[config.mk]
export PLATFORM = sky130hd
export DESIGN_NAME = simd_comm_net
export DESIGN_NICKNAME = d
export VERILOG_FILES = /design/src/rtl/simd_comm_net_pkg.sv /design/src/rtl/simd_reduce_tree.sv /design/src/rtl/simd_comm_net.sv
export SDC_FILE = /design/constraint.sdc
export NUM_CORES = 1
export LEC_CHECK = 0
export ABC_AREA = 0
export BUFFER_PORTS_ARGS = -buffer_cell sky130_fd_sc_hd__buf_2
export CORE_ASPECT_RATIO = 2
export CORE_MARGIN = 2
export CORE_UTILIZATION = 60
export CTS_BUF_LIST = sky130_fd_sc_hd__clkbuf_8
export CTS_CLUSTER_SIZE = 14
export DETAILED_ROUTE_END_ITERATION = 12
export PLACE_DENSITY = 0.8
export SYNTH_ARGS = -nofsm -noshare
export SYNTH_HDL_FRONTEND = slang
export SYNTH_SLANG_ARGS = --single-unit
[constraint.sdc]
create_clock -name clk -period 6.1 [get_ports clk]
set_input_delay 1.22 -clock clk [delete_from_list [all_inputs] [get_ports clk]]
set_output_delay 1.22 -clock clk [all_outputs]
set_load 0.005 [all_outputs]
[src/rtl/simd_comm_net_pkg.sv]
// rtl/simd_comm_net_pkg.sv - opcodes, default sizes and latency helper for simd_comm_net
// Shared by simd_comm_net and simd_reduce_tree.
package simd_comm_net_pkg;

   localparam int NPROC_DEF = 4;
   localparam int WIDTH_DEF = 16;
   localparam int OP_W      = 3;

   typedef enum logic [OP_W-1:0] {
      OP_LEFT  = 3'd0,
      OP_RIGHT = 3'd1,
      OP_GOR   = 3'd2,
      OP_GAND  = 3'd3,
      OP_GSUM  = 3'd4,
      OP_BCAST = 3'd5
   } op_e;

   // One registered tree level per log2(nproc) plus the output register.
   function automatic int lat_f(input int nproc);
      return $clog2(nproc) + 1;
   endfunction

   function automatic logic op_legal(input logic [OP_W-1:0] op);
      return op <= OP_BCAST;
   endfunction

   function automatic logic op_reduce(input logic [OP_W-1:0] op);
      return (op == OP_GOR) || (op == OP_GAND) || (op == OP_GSUM);
   endfunction

endpackage

[src/rtl/simd_reduce_tree.sv]
// rtl/simd_reduce_tree.sv - registered binary reduction tree (OR / AND / SUM) over enabled lanes
// Ports:
//   clk, reset   clock, synchronous active-low reset
//   i_hold       freeze every level (downstream stall)
//   i_op         operation select, travels down the tree with its data
//   i_en         lane enable mask; disabled lanes feed the identity value
//   i_data       packed lane words
//   o_root       reduction result, log2(NPROC) cycles after input
//   o_op         operation that belongs to o_root
module simd_reduce_tree
   import simd_comm_net_pkg::*;
#(
   parameter int NPROC = NPROC_DEF,
   parameter int WIDTH = WIDTH_DEF
) (
   input  logic                   clk,
   input  logic                   reset,
   input  logic                   i_hold,
   input  logic [OP_W-1:0]        i_op,
   input  logic [NPROC-1:0]       i_en,
   input  logic [NPROC*WIDTH-1:0] i_data,
   output logic [WIDTH-1:0]       o_root,
   output logic [OP_W-1:0]        o_op
);

   localparam int LVL = $clog2(NPROC);

   function automatic logic [WIDTH-1:0] ident(input logic [OP_W-1:0] op);
      return (op == OP_GAND) ? '1 : '0;
   endfunction

   function automatic logic [WIDTH-1:0] comb2(input logic [OP_W-1:0] op,
                                              input logic [WIDTH-1:0] a,
                                              input logic [WIDTH-1:0] b);
      case (op)
         OP_GOR:  return a | b;
         OP_GAND: return a & b;
         OP_GSUM: return a + b;
         default: return '0;
      endcase
   endfunction

   logic [NPROC*WIDTH-1:0] w_leaf;

   for (genvar i = 0; i < NPROC; i++) begin : g_leaf
      assign w_leaf[i*WIDTH +: WIDTH] = i_en[i] ? i_data[i*WIDTH +: WIDTH] : ident(i_op);
   end

   for (genvar l = 1; l <= LVL; l++) begin : g_lvl
      localparam int NW = NPROC >> l;
      logic [2*NW*WIDTH-1:0] w_kid;
      logic [OP_W-1:0]       w_op;
      logic [NW*WIDTH-1:0]   w_nxt;
      logic [NW*WIDTH-1:0]   r_q;
      logic [OP_W-1:0]       r_op;

      if (l == 1) begin : g_src
         assign w_kid = w_leaf;
         assign w_op  = i_op;
      end else begin : g_src
         assign w_kid = g_lvl[l-1].r_q;
         assign w_op  = g_lvl[l-1].r_op;
      end

      for (genvar j = 0; j < NW; j++) begin : g_node
         assign w_nxt[j*WIDTH +: WIDTH] = comb2(w_op, w_kid[2*j*WIDTH +: WIDTH],
                                                w_kid[(2*j+1)*WIDTH +: WIDTH]);
      end

      always_ff @(posedge clk) begin
         if (!reset) begin
            r_q  <= '0;
            r_op <= '0;
         end else if (!i_hold) begin
            r_q  <= w_nxt;
            r_op <= w_op;
         end
      end
   end

   assign o_root = g_lvl[LVL].r_q;
   assign o_op   = g_lvl[LVL].r_op;

endmodule

[src/rtl/simd_comm_net.sv]
// rtl/simd_comm_net.sv - SIMD lane communication network: shifts, reductions, broadcast
// Ports:
//   clk, reset            clock, synchronous active-low reset
//   in_valid / in_ready   operation handshake (in_ready = !stall)
//   op, src, en, data_in  operation, broadcast source, lane mask, packed lane words
//   out_valid / out_ready result handshake
//   data_out, err         packed per-lane result, illegal-op flag
module simd_comm_net
   import simd_comm_net_pkg::*;
#(
   parameter int NPROC = NPROC_DEF,
   parameter int WIDTH = WIDTH_DEF
) (
   input  logic                     clk,
   input  logic                     reset,
   input  logic                     in_valid,
   output logic                     in_ready,
   input  logic [OP_W-1:0]          op,
   input  logic [$clog2(NPROC)-1:0] src,
   input  logic [NPROC-1:0]         en,
   input  logic [NPROC*WIDTH-1:0]   data_in,
   output logic                     out_valid,
   input  logic                     out_ready,
   output logic [NPROC*WIDTH-1:0]   data_out,
   output logic                     err
);

   localparam int LAT = lat_f(NPROC);
   localparam int LVL = LAT - 1;
   localparam int DW  = NPROC * WIDTH;

   logic                 w_stall;
   logic [WIDTH-1:0]     w_lane [NPROC];
   logic [DW-1:0]        w_perm;
   logic [WIDTH-1:0]     w_root;
   logic [OP_W-1:0]      w_op_out;
   logic                 w_ok;
   logic                 w_red;
   logic                 w_err;
   logic [DW-1:0]        w_res;

   logic                 r_vld  [1:LVL];
   logic [NPROC-1:0]     r_en   [1:LVL];
   logic [DW-1:0]        r_lane [1:LVL];
   logic                 r_out_valid;
   logic [DW-1:0]        r_data_out;
   logic                 r_err;

   assign w_stall  = r_out_valid && !out_ready;
   assign in_ready = !w_stall;

   // Shifts and broadcast are resolved at the input; the words then ride
   // alongside the tree so every op sees the same latency.
   for (genvar i = 0; i < NPROC; i++) begin : g_perm
      assign w_lane[i] = data_in[i*WIDTH +: WIDTH];
      assign w_perm[i*WIDTH +: WIDTH] =
         (op == OP_LEFT)  ? w_lane[(i + NPROC - 1) % NPROC] :
         (op == OP_RIGHT) ? w_lane[(i + 1) % NPROC] :
         (op == OP_BCAST) ? w_lane[src] : w_lane[i];
   end

   simd_reduce_tree #(
      .NPROC (NPROC),
      .WIDTH (WIDTH)
   ) u_tree (
      .clk    (clk),
      .reset  (reset),
      .i_hold (w_stall),
      .i_op   (op),
      .i_en   (en),
      .i_data (data_in),
      .o_root (w_root),
      .o_op   (w_op_out)
   );

   always_ff @(posedge clk) begin
      if (!reset) begin
         for (int k = 1; k <= LVL; k++) begin
            r_vld[k]  <= 1'b0;
            r_en[k]   <= '0;
            r_lane[k] <= '0;
         end
      end else if (!w_stall) begin
         r_vld[1]  <= in_valid;
         r_en[1]   <= en;
         r_lane[1] <= w_perm;
         for (int k = 2; k <= LVL; k++) begin
            r_vld[k]  <= r_vld[k-1];
            r_en[k]   <= r_en[k-1];
            r_lane[k] <= r_lane[k-1];
         end
      end
   end

   // The op for the final stage comes out of the tree, which carries it level by level.
   assign w_ok  = r_vld[LVL] && op_legal(w_op_out);
   assign w_red = op_reduce(w_op_out);
   assign w_err = r_vld[LVL] && !op_legal(w_op_out);

   for (genvar i = 0; i < NPROC; i++) begin : g_res
      assign w_res[i*WIDTH +: WIDTH] = (w_ok && r_en[LVL][i]) ?
         (w_red ? w_root : r_lane[LVL][i*WIDTH +: WIDTH]) : '0;
   end

   always_ff @(posedge clk) begin
      if (!reset) begin
         r_out_valid <= 1'b0;
         r_data_out  <= '0;
         r_err       <= 1'b0;
      end else if (!w_stall) begin
         r_out_valid <= r_vld[LVL];
         r_data_out  <= w_res;
         r_err       <= w_err;
      end
   end

   assign out_valid = r_out_valid;
   assign data_out  = r_data_out;
   assign err       = r_err;

endmodule

Word-level counts from Yosys, hierarchy flattened
Memory sizes are Yosys's and may differ from the RTL's.
Index checks and enable logic that the tools add are counted.
{"block": "op_classes", "addsub": 3, "order_cmp": 2, "n_eq_ne": 11, "n_mux": 41, "bitwise": 13, "reduce_logical": 13}
{"op": "two-way mux 16 bit", "count": 27}
{"op": "case mux 16 bit (3 select lines)", "count": 3}
{"op": "two-way mux 64 bit", "count": 2}
{"op": "adder 16 bit", "count": 3}
{"op": "AND 16 bit", "count": 3}
{"op": "bitwise OR 16 bit", "count": 3}
{"op": "binary-select mux 16 bit (select 2 bit)", "count": 1}
{"op": "== test 3 x 2 -> 1 bit, second input constant", "count": 6}
{"op": "== test 3 bit, second input constant", "count": 4}
{"op": "two-way mux 4 bit", "count": 2}
{"op": "logical AND 1 bit", "count": 7}
{"op": "two-way mux 1 bit", "count": 6}
{"op": "bitwise OR 1 bit", "count": 6}
{"op": "== test 3 x 1 -> 1 bit, second input constant", "count": 1}
{"op": ">= comparator 3 bit, second input constant", "count": 1}
{"op": "less-or-equal comparator 3 bit, second input constant", "count": 1}
{"op": "zero test 1 bit", "count": 3}
{"op": "zero test 3 bit", "count": 1}
{"op": "NOT 2 -> 3 bit", "count": 1}
{"op": "logical OR 1 bit", "count": 2}
{"block": "word_totals", "ff_bits": 120, "mem_bits_rw": 138, "in_bits": 77, "out_inout_bits": 67, "wordCells": 93, "n_memories": 3}
{"memory": "r_lane", "words": 2, "word_bits": 64, "read_ports": 2, "rd_clocked_by_memory_dff": 0, "wr": 2, "line": "simd_comm_net.sv:44", "text": "logic [DW-1:0] r_lane [1:LVL];"}
{"memory": "r_en", "words": 2, "word_bits": 4, "read_ports": 2, "rd_clocked_by_memory_dff": 0, "wr": 2, "line": "simd_comm_net.sv:43", "text": "logic [NPROC-1:0] r_en [1:LVL];"}
{"memory": "r_vld", "words": 2, "word_bits": 1, "read_ports": 2, "rd_clocked_by_memory_dff": 0, "wr": 2, "line": "simd_comm_net.sv:42", "text": "logic r_vld [1:LVL];"}

Logic depth before layout (Yosys ltp)
Gate-level depths: netlist (run 1).
{"block": "logic_depth", "ltp_word": 8, "ltp_mapped": 17, "mapped_depth_nobuf": 15}

Hierarchy
From an unflattened synthesis (run 1), not the netlist that was laid out.
{"block": "unflattened", "hier_cells": 1742, "area_unflattened_um2": 15807.7}
{"mod": "simd_comm_net", "instances": 1, "cells_each": 894, "area_per_inst_um2": 9515.4, "seq_area_each_um2": 5465.2}
{"mod": "simd_reduce_tree", "instances": 1, "cells_each": 848, "area_per_inst_um2": 6292.3, "seq_area_each_um2": 1081.0}

Worst setup path after synthesis (run 1)
Ideal clock, no wire load.
{"block": "synth_timing", "path_kind": "in2reg", "from": "input out_ready", "to": "memory r_en[1][0] (netlist bit) (enable)", "setup_time_ns": 0.491, "arrival_ns": 4.693, "required_time_ns": 5.609, "path_slack_ns": 0.916, "cell_stages": 8, "n_path_buf": 4, "path_cell_list": "nor2b_1 -> buf_4 -> inv_2 -> buf_2 -> nor2_2 -> buf_2 -> buf_2 -> inv_1"}
{"item": "from (decl)", "line": "simd_comm_net.sv:23", "text": "input logic out_ready,"}
{"item": "to (decl)", "line": "simd_comm_net.sv:43"}

Worst setup path in the final report (run 1)
{"block": "layout_timing", "from": "input op[1]", "to": "register u_tree.g_lvl[1].r_q[13]"}
{"block": "layout_between", "elab_chain_cells": 5, "word_cells_on_any_way": 10, "classes_between": "1 x add/sub; 3 x eq/ne; 4 x mux; 2 x bitwise"}
{"item": "from (decl)", "line": "simd_comm_net.sv:18", "text": "input logic [OP_W-1:0] op,"}
{"item": "== test 3 x 2 -> 1 bit", "line": "simd_reduce_tree.sv:29, simd_reduce_tree.sv:35"}
{"item": "two-way mux 16 bit", "line": "simd_reduce_tree.sv:29", "text": "return (op == OP_GAND) ? '1 : '0;"}
{"item": "two-way mux 16 bit", "line": "simd_reduce_tree.sv:46", "text": "assign w_leaf[i*WIDTH +: WIDTH] = i_en[i] ? i_data[i*WIDTH +: WIDTH] : ident(i_op);"}
{"item": "adder 16 bit (tied with other cells)", "line": "simd_reduce_tree.sv:38", "text": "OP_GSUM: return a + b;"}
{"item": "case mux 16 bit (3 select lines) *", "line": "simd_reduce_tree.sv:35", "text": "case (op)"}
{"item": "to (signal assigned)", "line": "simd_reduce_tree.sv:75", "text": "r_q <= w_nxt;"}
{"item": "to (decl)", "line": "simd_reduce_tree.sv:54", "text": "logic [NW*WIDTH-1:0] r_q;"}
Every way passes the cells marked *; elsewhere a longest branch is shown, timed or not.
A chain may end at the register's enable or synchronous reset.

==> impl_metrics.json, run 1 <==
{
  "initial_core_util": 0.6070,
  "rsz0062_at_grt": "false",
  "cp.arrival_ns": 4.46,
  "synthesis.yosys.warnings": 0,
  "htreeDepth": 2,
  "drt-initial-drc-count": 1546,
  "power_density_nw_per_um2": 232.2,
  "finalPower_mw": 4.006,
  "pre_cts_ws_ns": 1.607,
  "period_minus_slack_ns": 4.051,
  "wire_per_inst_um": 21.01,
  "ys_types": 69,
  "row_count": 84,
  "antenna_found_initial": 0,
  "portBuffers": 143,
  "synth_common_cells": "a21oi_1, o21ai_0, nand2_1",
  "synth_flop_cell": "edfxtp_1",
  "die_width_um": 118.8,
  "synth_edf_count": 138,
  "postCtsSetupRepairBufs": 0,
  "drv_cap": 0,
  "yosysMostFrequentCell": "a21oi_1",
  "crit_end": "u_tree.g_lvl[1].r_q[13]$_SDFFE_PN0N_",
  "grt_pass1_vias": 12410,
  "synth_top_area_cell": "edfxtp_1",
  "area_growth_pct": 9.062,
  "endpoint_kind": "register",
  "grt_pass1_wl_um": 70980,
  "final-setup-viol-count": 0,
  "root_buffer": "clkbuf_8",
  "fin_crit_sh": 0.6641,
  "drive_above_1_share": 0.1287,
  "combPwrFrac": 0.171,
  "status": "completed",
  "drt_first_pass_iters": 6,
  "wl_um": 46610,
  "syn_avg_cell_area_sq_um": 8.919,
  "nNetsFinal": 2020,
  "fp.coreArea_sq_um": 26070,
  "grt_overflow": 0,
  "finClkSkew_ns": 0.01876,
  "power_frac_clock": 0.337,
  "synth_seq_area_share": 0.4137,
  "hold_class": "register to register",
  "worst_slew_pin_slew_ns": 1.140,
  "r2r_cells": 8,
  "dieArea_sq_um": 27770,
  "switching_share": 0.2859,
  "boundaryPins": 144,
  "synthArstFlopShare": 0,
  "yosysTopAreaCellShare": 0.2619,
  "synth_area_sq_um": 15820,
  "maxSlewHeadroom": 0.2371,
  "hold_viol": 0,
  "cts_buffer_depth": 3,
  "synth-seq-cells": 258,
  "clock_insertion_delay_worst_skew_ns": 0.53,
  "cp-startpoint": "op[1]",
  "hold_buffers": 0,
  "cts.reportedPaths.clkPinSlew_ns": 0.07,
  "die_y_um": 233.7,
  "critPathKind": "input port to register",
  "seqPwrFrac": 0.492,
  "dpl.hpwl_um": 33930,
  "vias": 13650,
  "rrSetupSlack_ns": 3.33,
  "p_switching_mw": 1.145,
  "fin_ws_ns": 2.049,
  "max_freq_mhz": 246.8,
  "grt_max_degree": 96,
  "cts_buffers": 37,
  "synth_nets": 1950,
  "cp-start-kind": "input port",
  "syn_inst": 1774,
  "grtUsageTotal": 0.3300,
  "rr_startpoint": "out_valid$_SDFFE_PN0N_",
  "synth.area.top_cells": "edfxtp_1, dfxtp_1, ha_1",
  "totalNegativeSetupSlack_ns": 0,
  "slew_viol_final": 0,
  "tritoncts": "yes",
  "vdd_drop_max_mv": 0.1432,
  "cp_max_fo": 19,
  "viasPerCell": 6.156,
  "drc": 0,
  "cts-resized-gates": 0,
  "p_leak_nw": 7.682,
  "p_int_mw": 2.861,
  "antenna_left": 0,
  "worstReg2RegEnd": "u_tree.g_lvl[1].r_q[26]$_SDFFE_PN0N_",
  "globalplace.congestion": 1.030,
  "cts.sinks": 258,
  "required_ns": 6.51
}
worst min-delay path by stage:
stage                                   start                              to  slack [ns]  depth (start not counted)
2_1_floorplan  u_tree.o_root[14]$_SDFFE_PN0N_  u_tree.o_root[14]$_SDFFE_PN0N_        0.42                          2
3_3_place_gp        data_out[61]$_SDFFE_PN0N_       data_out[61]$_SDFFE_PN0N_        0.43                          2
3_5_place_dp        data_out[51]$_SDFFE_PN0N_       data_out[51]$_SDFFE_PN0N_        0.44                          2
4_1_cts             data_out[35]$_SDFFE_PN0N_       data_out[35]$_SDFFE_PN0N_        0.45                          2
5_1_grt             data_out[35]$_SDFFE_PN0N_       data_out[35]$_SDFFE_PN0N_        0.46                          2
6_report            data_out[35]$_SDFFE_PN0N_       data_out[35]$_SDFFE_PN0N_        0.45                          2
area by class of cell:
class	instances	area, sq um
diodes	1	2.502
clock buffers	42	578.1
clock inverters	26	148.9
fillers	2234	8808
inverters	119	449.2
multi-input cells	1268	8255
flip-flops and latches	258	6546
well taps	344	430.4
repair buffers	160	845.8
worst max-delay path: stages:
cell,delay [ns]
buf_2,0.33
inv_1,0.16
nor2_4,0.29
nand2_2,0.16
nor2_2,0.57
a21o_1,0.17
ha_1,0.30
a211oi_1,0.25
nor2_1,0.10
o41ai_1,0.43
o21ai_0,0.22
xnor2_1,0.18
o21ai_1,0.07
flip-flops by register name, summed over array words and instances, names as in the netlist:
signal             count
r_lane               128
data_out              64
u_tree.g_lvl.r_q      32
u_tree.o_root         16
r_en                   8
u_tree.g_lvl.r_op      3
u_tree.o_op            3
r_vld                  2
err                    1
out_valid              1
power groups by stage:
stage	Combinational (mW)	Sequential, mW	Clock (mW)
after floorplan	0.476	1.99	0
after global placement	0.662	2.00	0
after detailed placement	0.667	2.01	0
after CTS	0.670	1.97	1.36
after global routing	0.749	1.98	1.43
final	0.687	1.97	1.35
cells in the final DEF, fill, tap and decap left out, types with 34 or more instances in the layout:
cell type	netlist	layout
a21oi_1	189	189
nor3b_1	34	34
o221ai_1	35	35
clkbuf_8	0	42
and3_1	85	85
edfxtp_1	138	138
dfxtp_1	120	120
nand2_1	154	153
buf_2	53	142
o21ai_0	161	161
o21ai_1	58	58
a21o_1	67	67
nor2_1	122	122
inv_1	117	132
ha_1	96	96
routing by layer:
metal / global-route usage / vias to the layer above / share of wire
met1: 0.4162 / 6254 / 0.39
met5: 0 / - / 0
li1: - / 6562 / -
met4: 0.2001 / 0 / 0.073
met2: 0.5372 / 681 / 0.47
met3: 0.04468 / 157 / 0.073
kinds of logic after synthesis:
family,share of synthesized area
multiplexers,0.03653
flip-flops,0.4137
buffers and inverters,0.06555
AO/OA/AOI/OAI,0.2427
adder cells (fa/ha/maj),0.07971
XOR/XNOR,0.01771
AND/OR/NAND/NOR,0.1441
metrics by stage:
stage               std cells  instance area (sq um)    util  hold WS [ns]
floorplan                1774                  15820       -        0.4246
global placement         2149                  16530  0.6341        0.4297
detailed placement       2149                  16530  0.6341        0.4370
CTS                      2217                  17250  0.6620        0.4476
global route             2217                  17250  0.6620        0.4619
finish                   2218                  17260  0.6621        0.4457
(Power assumes the default switching activity.)
==> inputs of run 2 (changes only) <==
ABC_AREA = 1   (was 0)
clock period = 4.1 ns   (was 6.1 ns; I/O delays follow)
==> impl_metrics.json, run 2 <==
{
  "largest_reg_flops": 128,
  "cts-resized-gates": 0,
  "cp_max_fo": 16,
  "row_count": 86,
  "globalplace.congestion": 1.005,
  "die_width_um": 121.4,
  "grt_pass1_wl_um": 76230,
  "synth.area.top_cells": "edfxtp_1, dfxtp_1, nand2_1",
  "synth_common_cells": "nand2_1, inv_1, o21ai_0",
  "antenna_left": 0,
  "htreeDepth": 2,
  "cts_buffer_depth": 3,
  "antenna_found_initial": 2,
  "die_y_um": 238.8,
  "period_minus_slack_ns": 2.902,
  "p_leak_nw": 8.691,
  "required_ns": 4.56,
  "slew_viol_final": 0,
  "endpoint_kind": "register",
  "syn_inst": 2304,
  "hold_viol": 0,
  "max_freq_mhz": 344.6,
  "nNetsFinal": 2579,
  "vias": 15370,
  "finalPower_mw": 6.449,
  "vdd_drop_max_mv": 0.2790,
  "rrSetupSlack_ns": 1.81,
  "drt-initial-drc-count": 1540,
  "layout_commonest_cell": "nand2_1",
  "synth_area_sq_um": 16540,
  "final_cell_mix": "nand2_1, inv_1, o21ai_0",
  "dpl.hpwl_um": 36480,
  "dr_wl_met2_um": 23000,
  "tritoncts": "yes",
  "dr_wl_met3_um": 3611,
  "slowest_delay_ns": 0.45,
  "synthesis.yosys.warnings": 0,
  "grt_max_degree": 129,
  "fp.coreArea_sq_um": 27330,
  "root_buffer": "clkbuf_8",
  "boundaryPins": 144,
  "ys_types": 41,
  "yosysTopAreaCellShare": 0.2506,
  "wl_um": 49150,
  "rsz0062_at_grt": "false",
  "synth_nets": 2480,
  "grtUsageTotal": 0.3396,
  "maxSlewHeadroom": 0.2737,
  "cp-start-kind": "input port",
  "hold_class": "register to register",
  "regMostFlops": "r_lane",
  "synth-seq-cells": 258,
  "drc": 0,
  "cts.reportedPaths.clkPinSlew_ns": 0.06,
  "worst_slew_pin_slew_ns": 1.089,
  "cts.sinks": 258,
  "cts_buffers": 39,
  "synthArstFlopShare": 0,
  "syn_avg_cell_area_sq_um": 7.178,
  "dieArea_sq_um": 28990,
  "wire_per_inst_um": 17.65,
  "totalNegativeSetupSlack_ns": 0,
  "portBuffers": 143,
  "hold_buffers": 0,
  "initial_core_util": 0.6051,
  "viasPerCell": 5.520,
  "synth_flop_cell": "edfxtp_1",
  "synth_top_area_cell": "edfxtp_1",
  "crit_path_frequent_cell": "nand2_1",
  "synth_seq_area_share": 0.3958,
  "power_density_nw_per_um2": 353.0,
  "fin_crit_sh": 0.7077,
  "postCtsSetupRepairBufs": 0,
  "drt_first_pass_iters": 7,
  "crit_slowest_cell": "fa_1",
  "yosysMostFrequentCell": "nand2_1",
  "drive_above_1_share": 0.1143,
  "cp.arrival_ns": 3.37,
  "status": "completed",
  "fillers": 2404,
  "wl_met1_um": 19100,
  "finClkSkew_ns": 0.02443,
  "top_layer": "met5",
  "critical_path.cell_chain": "buf_2, inv_2, nor2_4, nand2_4, nand2_1, o21ai_0, inv_1, ha_1, inv_1, fa_1, inv_1, nand3_1, nand3_1, nand2_1, nand3_1, nand2_1, nand2_1, nor2_1, o21ai_1, nand2_1",
  "diodes": 0,
  "grt_overflow": 0,
  "final-setup-viol-count": 0,
  "drv_cap": 0,
  "area_growth_pct": 10.48,
  "path_buf_inv": 5,
  "critPathKind": "input port to register",
  "cp_top_family": "simple AND/OR/NAND/NOR gates",
  "synth_edf_count": 138,
  "grt_pass1_vias": 14370,
  "clock_insertion_delay_worst_skew_ns": 0.58
}
==> run 2: per-layer routing <==
layer	track usage	vias up
li1	-	7572
met1	0.4186	6959
met2	0.5548	680
met3	0.05248	160
met4	0.2069	2
met5	0	-
==> run 2: cell type report <==
class / count / area [sq um] / area share
tap: 352 / 440.4 / 0.02410
timing repair buffer: 159 / 860.8 / 0.04711
inverter: 469 / 1765 / 0.09662
sequential: 258 / 6546 / 0.3583
multi-input combinational: 1476 / 7772 / 0.4254
clock inverter: 26 / 266.5 / 0.01459
clock buffer: 45 / 619.3 / 0.03390
==> run 2: stage by stage <==
stage                     utilization  hold slack [ns]  cells  worst slack [ns]  area [sq um]
after floorplan                     -           0.4262   2304            0.7052         16540
after global placement         0.6361           0.4356   2714            0.7667         17390
after detailed placement       0.6361           0.4431   2714            0.6920         17390
after CTS                      0.6685           0.4545   2785             1.274         18270
after global routing           0.6685           0.4714   2785            0.9234         18270
final                          0.6685           0.4507   2785             1.198         18270
==> run 2: logic make-up (layout without fill, tap and decap cells) <==
family | count (synthesis) | after routing | synth area share
DFF | 258 | 258 | 0.3958
xor gates and xnor gates | 1 | 1 | 0.0005297
AOI/OAI and AO/OA | 517 | 517 | 0.1846
adders and majority gates | 99 | 99 | 0.07626
and+or+nand+nor | 859 | 859 | 0.2074
buffers and inverters | 570 | 699 | 0.1354
==> run 2: worst paths after layout <==
path	start	end	depth (start not counted)
worst max-delay path	op[1]	u_tree.g_lvl[1].r_q[24]$_SDFFE_PN0N_	20
worst min-delay path	data_out[17]$_SDFFE_PN0N_	data_out[17]$_SDFFE_PN0N_	2
worst max register to register	u_tree.o_op[2]$_SDFFE_PN0N_	data_out[42]$_SDFFE_PN0N_	8
worst min register to register	data_out[17]$_SDFFE_PN0N_	data_out[17]$_SDFFE_PN0N_	2
==> run 2: power by group <==
part | switching, mW | total, mW | leakage [nW] | internal (mW)
combinational | 0.759 | 1.11 | 5.64 | 0.346
clock | 1.09 | 2.43 | 0.466 | 1.34
sequential | 0.0520 | 2.92 | 2.59 | 2.87
==> run 2: worst reg2reg max path, delay by kind of cell, from the launching register on <==
family          cells  cell delay (ns)
flops               1             0.34
simple gates        2             0.36
compound gates      3             0.81
buf+inv             3             0.70
